<file path="config.mk">
export PLATFORM = sky130hd
export DESIGN_NAME = result_display
export DESIGN_NICKNAME = d
export VERILOG_FILES = /design/src/rtl/result_display.sv
export SDC_FILE = /design/constraint.sdc
export NUM_CORES = 1
export LEC_CHECK = 0
export BUFFER_PORTS_ARGS = -buffer_cell sky130_fd_sc_hd__clkbuf_2
export CAP_MARGIN = 5
export CORE_UTILIZATION = 35
export CTS_CLUSTER_DIAMETER = 30
export DETAILED_ROUTE_END_ITERATION = 8
export GPL_TIMING_DRIVEN = 0
export HOLD_SLACK_MARGIN = 0.12
export PLACE_DENSITY_LB_ADDON = 0.08
export RECOVER_POWER = 100
export SKIP_LAST_GASP = 1
export SLEW_MARGIN = 5
export SYNTH_ARGS = -nofsm -noshare
export SYNTH_HDL_FRONTEND = slang
export SYNTH_SLANG_ARGS = --single-unit
</file>
<file path="constraint.sdc">
create_clock -name clk -period 5.5 [get_ports clk]
set_input_delay 1.1 -clock clk [delete_from_list [all_inputs] [get_ports clk]]
set_output_delay 1.1 -clock clk [all_outputs]
set_load 0.03 [all_outputs]
</file>
<file path="src/rtl/result_display.sv">
// Holds the latest ALU result and scans one 16-bit page of it in hex onto a
// 4-digit multiplexed seven-segment display, with sticky exception flags.
module result_display #(
    parameter int unsigned REFRESH_DIV = 100000,
    parameter int unsigned BLANK_CYC   = 4
) (
    input  logic        clk,
    input  logic        rst,
    input  logic        valid_in,
    input  logic [31:0] result_in,
    input  logic [4:0]  flags_in,
    input  logic        mode_fp,
    input  logic        show_hi,
    input  logic        flag_clr,
    output logic [6:0]  seg,
    output logic        dp,
    output logic [3:0]  an,
    output logic [4:0]  flags_sticky,
    output logic        captured
);

    localparam int unsigned PRESC_W  = (REFRESH_DIV > 1) ? $clog2(REFRESH_DIV) : 1;
    localparam int unsigned RESULT_W = 32;
    localparam int unsigned FLAGS_W  = 5;
    localparam int unsigned PAGE_W   = 16;
    localparam int unsigned SEG_W    = 7;
    localparam int unsigned DIGITS   = 4;

    localparam logic [SEG_W-1:0] SEG_OFF  = 7'b1111111;
    localparam logic [SEG_W-1:0] SEG_DASH = 7'b0111111;

    logic [RESULT_W-1:0] held_q,   held_d;
    logic [FLAGS_W-1:0]  flags_q,  flags_d;
    logic                cap_q,    cap_d;
    logic [PRESC_W-1:0]  presc_q,  presc_d;
    logic [1:0]          idx_q,    idx_d;
    logic [SEG_W-1:0]    seg_q,    seg_d;
    logic                dp_q,     dp_d;
    logic [DIGITS-1:0]   an_q,     an_d;

    logic [PAGE_W-1:0]   word;
    logic [3:0]          nibble;
    logic                hi_page;
    logic                blank;

    // Active-low hex glyphs, segment order {g,f,e,d,c,b,a}.
    function automatic logic [SEG_W-1:0] hex_to_seg(input logic [3:0] n);
        logic [SEG_W-1:0] s;
        s = SEG_OFF;
        case (n)
            4'h0: s = 7'b1000000;
            4'h1: s = 7'b1111001;
            4'h2: s = 7'b0100100;
            4'h3: s = 7'b0110000;
            4'h4: s = 7'b0011001;
            4'h5: s = 7'b0010010;
            4'h6: s = 7'b0000010;
            4'h7: s = 7'b1111000;
            4'h8: s = 7'b0000000;
            4'h9: s = 7'b0010000;
            4'hA: s = 7'b0001000;
            4'hB: s = 7'b0000011;
            4'hC: s = 7'b1000110;
            4'hD: s = 7'b0100001;
            4'hE: s = 7'b0000110;
            4'hF: s = 7'b0001110;
            default: s = SEG_OFF;
        endcase
        return s;
    endfunction

    // Result capture and sticky flags; a same-cycle clear keeps the new flags.
    always_comb begin
        held_d  = held_q;
        flags_d = flags_q;
        cap_d   = cap_q;
        if (valid_in) begin
            held_d  = result_in;
            cap_d   = 1'b1;
            flags_d = flag_clr ? flags_in : (flags_q | flags_in);
        end else if (flag_clr) begin
            flags_d = '0;
        end
    end

    // Digit scan: prescaler wraps at REFRESH_DIV-1 and advances the digit.
    always_comb begin
        presc_d = presc_q + PRESC_W'(1);
        idx_d   = idx_q;
        if (presc_q == PRESC_W'(REFRESH_DIV - 1)) begin
            presc_d = '0;
            idx_d   = idx_q + 2'd1;
        end
    end

    assign hi_page = mode_fp & show_hi;
    assign word    = hi_page ? held_q[31:16] : held_q[15:0];
    assign nibble  = word[{idx_q, 2'b00} +: 4];
    assign blank   = (presc_q < PRESC_W'(BLANK_CYC));

    // Display drive, registered one cycle behind the scan position.
    always_comb begin
        an_d  = '1;
        seg_d = SEG_OFF;
        dp_d  = 1'b1;
        if (!blank) begin
            an_d  = ~(DIGITS'(1) << idx_q);
            seg_d = cap_q ? hex_to_seg(nibble) : SEG_DASH;
            if ((idx_q == 2'd3) && hi_page) begin
                dp_d = 1'b0;
            end else if ((idx_q == 2'd0) && (flags_q != '0)) begin
                dp_d = 1'b0;
            end
        end
    end

    always_ff @(posedge clk or posedge rst) begin
        if (rst) begin
            held_q  <= '0;
            flags_q <= '0;
            cap_q   <= 1'b0;
            presc_q <= '0;
            idx_q   <= '0;
            an_q    <= '1;
            seg_q   <= SEG_OFF;
            dp_q    <= 1'b1;
        end else begin
            held_q  <= held_d;
            flags_q <= flags_d;
            cap_q   <= cap_d;
            presc_q <= presc_d;
            idx_q   <= idx_d;
            an_q    <= an_d;
            seg_q   <= seg_d;
            dp_q    <= dp_d;
        end
    end

    assign seg          = seg_q;
    assign dp           = dp_q;
    assign an           = an_q;
    assign flags_sticky = flags_q;
    assign captured     = cap_q;

endmodule

</file>
==> summary.md <==
| Metric | Value |
|---|---|
| Status | finished with violations |
| Failing checks | design-rule violations |
| Post-synthesis sequential area ratio | 0.539 |
| Layout cells sized above 1 | 0.343 |
| Crit start category | input port |
| Worst clock skew | 18.0 ps |
| Area grow syn2layout | 18.9% |
| Most used DFF post-synth | dfrtp_1 |
| Final nets | 385 |
| Slew Limit Fails | 0 |
| Measured slew at the worst slew-check pin | 726 ps |
| Residual DRC | 3 |
| Vias per cell | 4.89 |
| Setup Crit Path Kind | input port to register |
| Mapped Cells | about 260 |
| Worst-Skew Late Latency | 350 ps |
| # rows | 34 |
| CTS tree | done |
| Post-CTS Setup Repair Bufs | 0 |
| Most frequent cells in the layout | dfrtp_1 (57), clkbuf_2 (40), mux2_2 (34) |
| Slew headroom | 0.502 |
| Core Area | just under 9000 sq um |
| Commonest non-fill, non-tap cell in the layout | dfrtp_1 |
| Post-CTS Resized | 0 |
| Worst EP arrival | ~4000 ps |
| Pre-CTS WS | approximately 1900 ps |
| Cells after DPL | 427 |
| Critical path required time | about 5800 ps |
| Initial antenna violation count | 0 |
| Gp weighted congestion | approximately 0.75 |
| Detailed-route wire length per cell | ~15 um |
| Overflow after GRT | 0 |
| Synth unique cells | 39 |
| Worst reg2reg startpoint | idx_q[1] |
| Vias in the first global route | 2,161 |
| Min Tclk post-route | between 3000 and 4000 ps |
| Die area | 9610 sq um |
| Class of the worst hold path | register to register |
| Register bit total from synthesis | 69 |
| Antenna-violating nets left | 0 |
| # hold bufs at CTS | 0 |
| Initial DRC Count | 66 |
| Post-synth EDFFs | 0 |
| Cell type with the highest aggregate area in the netlist | dfrtp_1 |
| Maximum buffer depth of the clock tree | 2 |
| Avg Inst Size Synth | roughly 12 sq um |
| Clock sinks | 69 |
| Chip height | roughly 100 um |
| P_leak | 1.73 nW |
| GRT Overall Usage | 0.147 |
| Maximum fanout along the worst path | 10 |
| CP Capture Type | register |
| Total placed instance area | around 3700 sq um |
| FMAX | approximately 270 MHz |
| Post-synth top area share | 0.442 |
| Final setup viols | 0 |
| Pin count of the biggest net entering global routing | 58 |
| CTS buffer count | 9 |
| Synth warnings | 0 |
| Cell area after layout | 3840 sq um |
| Ports | between 60 and 70 |
| Top cells by area, synth | dfrtp_1 (44%), mux2_2 (12%), dfstp_2 (9.8%), ha_1 (4.6%), mux4_2 (4.2%) |
| Non-Filler Instances | 443 |
| VDD IR max | 0.124 mV |
| DR vias | between 2,000 and 2,500 |
| Clock-pin slew on the worst setup and hold paths | 70 ps |
| Syn nets | 314 |
| Detailed placement HPWL | 4.72 mm |
| Sum Neg Setup Slack | 0 ps |
| Final period util | 0.680 |
| Min setup slack post-route | 1760 ps |
| FFs w/ async S/R, synth | 1.00 |
| Cell Pwr Density | ~300 nW/um^2 |
| I/O Buffers | 59 |
| Routed WL | 6.53 mm |
| Die Width | 98.1 um |
| Antenna cell count | 0 |
| Reg2reg setup slack | between 2000 and 3000 ps |
| Unrepaired setup endpoints after global routing | false |
| Initial Utilization | 0.367 |
| H-Tree Depth | 3 |
| Fillers | 890 |
| Root Buffer | clkbuf_8 |
| First-pass GRT wire length | between 10 and 15 mm |
| Critical path origin | mode_fp |
| Max-cap violation count | 0 |
| Worst hold start | held_q[31] |
| DRT Pass-1 Iters | 6 |
| Final hold vios | 0 |
| Mapped cell area | 3230 sq um |
## kinds of logic (layout without fill, tap and decap cells)
kind of cell,Yosys count,in the layout,share of synthesized area
compound gates,19,19,0.0391
xor+xnor,15,15,0.0407
fa+ha+maj,12,12,0.0465
buf+inv,21,97,0.0294
flops,69,69,0.539
mux,50,50,0.196
simple gates,73,73,0.108
## per-stage QoR
step	power (mW)	util	hold slack [ps]
CTS	1.17	0.440	504
floorplan	0.708	-	461
global placement	0.760	0.416	484
global route	1.20	0.436	525
detailed placement	0.767	0.419	481
finish	1.15	0.436	503
## final timing paths
check | endpoint | cells past startpoint
max | seg[3] | 10
min | held_q[31] | 1
max reg2reg | seg[3] | 7
min reg2reg | held_q[31] | 1
max in group asynchronous | an[2] | 3
min in group asynchronous | captured | 2
## sequential cells by signal, summed over array words and instances, names as in the netlist
| name | cells |
|---|---|
| captured | 1 |
| dp | 1 |
| idx_q | 2 |
| flags_sticky | 5 |
| presc_q | 17 |
| an | 4 |
| seg | 7 |
| held_q | 32 |
## critical path, stage by stage
cell	delay (ps)
clkbuf_1	80
nand2_1	120
clkbuf_1	590
mux4_2	600
mux2i_1	570
inv_1	220
ha_1	280
nor2_1	130
a21oi_1	60
o31a_1	250
## layout make-up
| cell class | count | area, sq um | share of cell area |
|---|---|---|---|
| Sequential cell | 69 | 1740 | 0.454 |
| Multi-Input combinational cell | 169 | 1390 | 0.362 |
| Timing Repair Buffer | 60 | 299 | 0.0779 |
| Tap cell | 108 | 135 | 0.0352 |
| Clock buffer | 11 | 131 | 0.0342 |
| Clock inverter | 5 | 52.6 | 0.0137 |
| Inverter | 12 | 46.3 | 0.0121 |
| Buffer | 9 | 42.5 | 0.0111 |
## routing by layer
layer	routed length, um	GRT usage	share of wire	up-vias
met5	0	0	0	-
met3	275	0.0322	0.042	10
li1	-	-	-	1044
met1	3220	0.199	0.49	1062
met2	2900	0.226	0.44	51
met4	127	0.0699	0.019	0
## report_power, final
part	leakage [nW]	switching [mW]	internal (mW)
clock	0.0931	0.189	0.208
combinational	0.813	0.102	0.0775
sequential	0.820	0.0160	0.554
## cells in the mapped netlist, types with 5 or more instances
master   instances
mux2_2          34
nor2_1          13
inv_1           10
mux4_2           6
mux2_1           5
xor2_1           9
dfstp_2         12
nand2_1         25
o21ai_0          9
ha_1            12
nand3_1         11
dfrtp_1         57
xnor2_1          6
No activity file was read; power rests on OpenSTA's default activity.
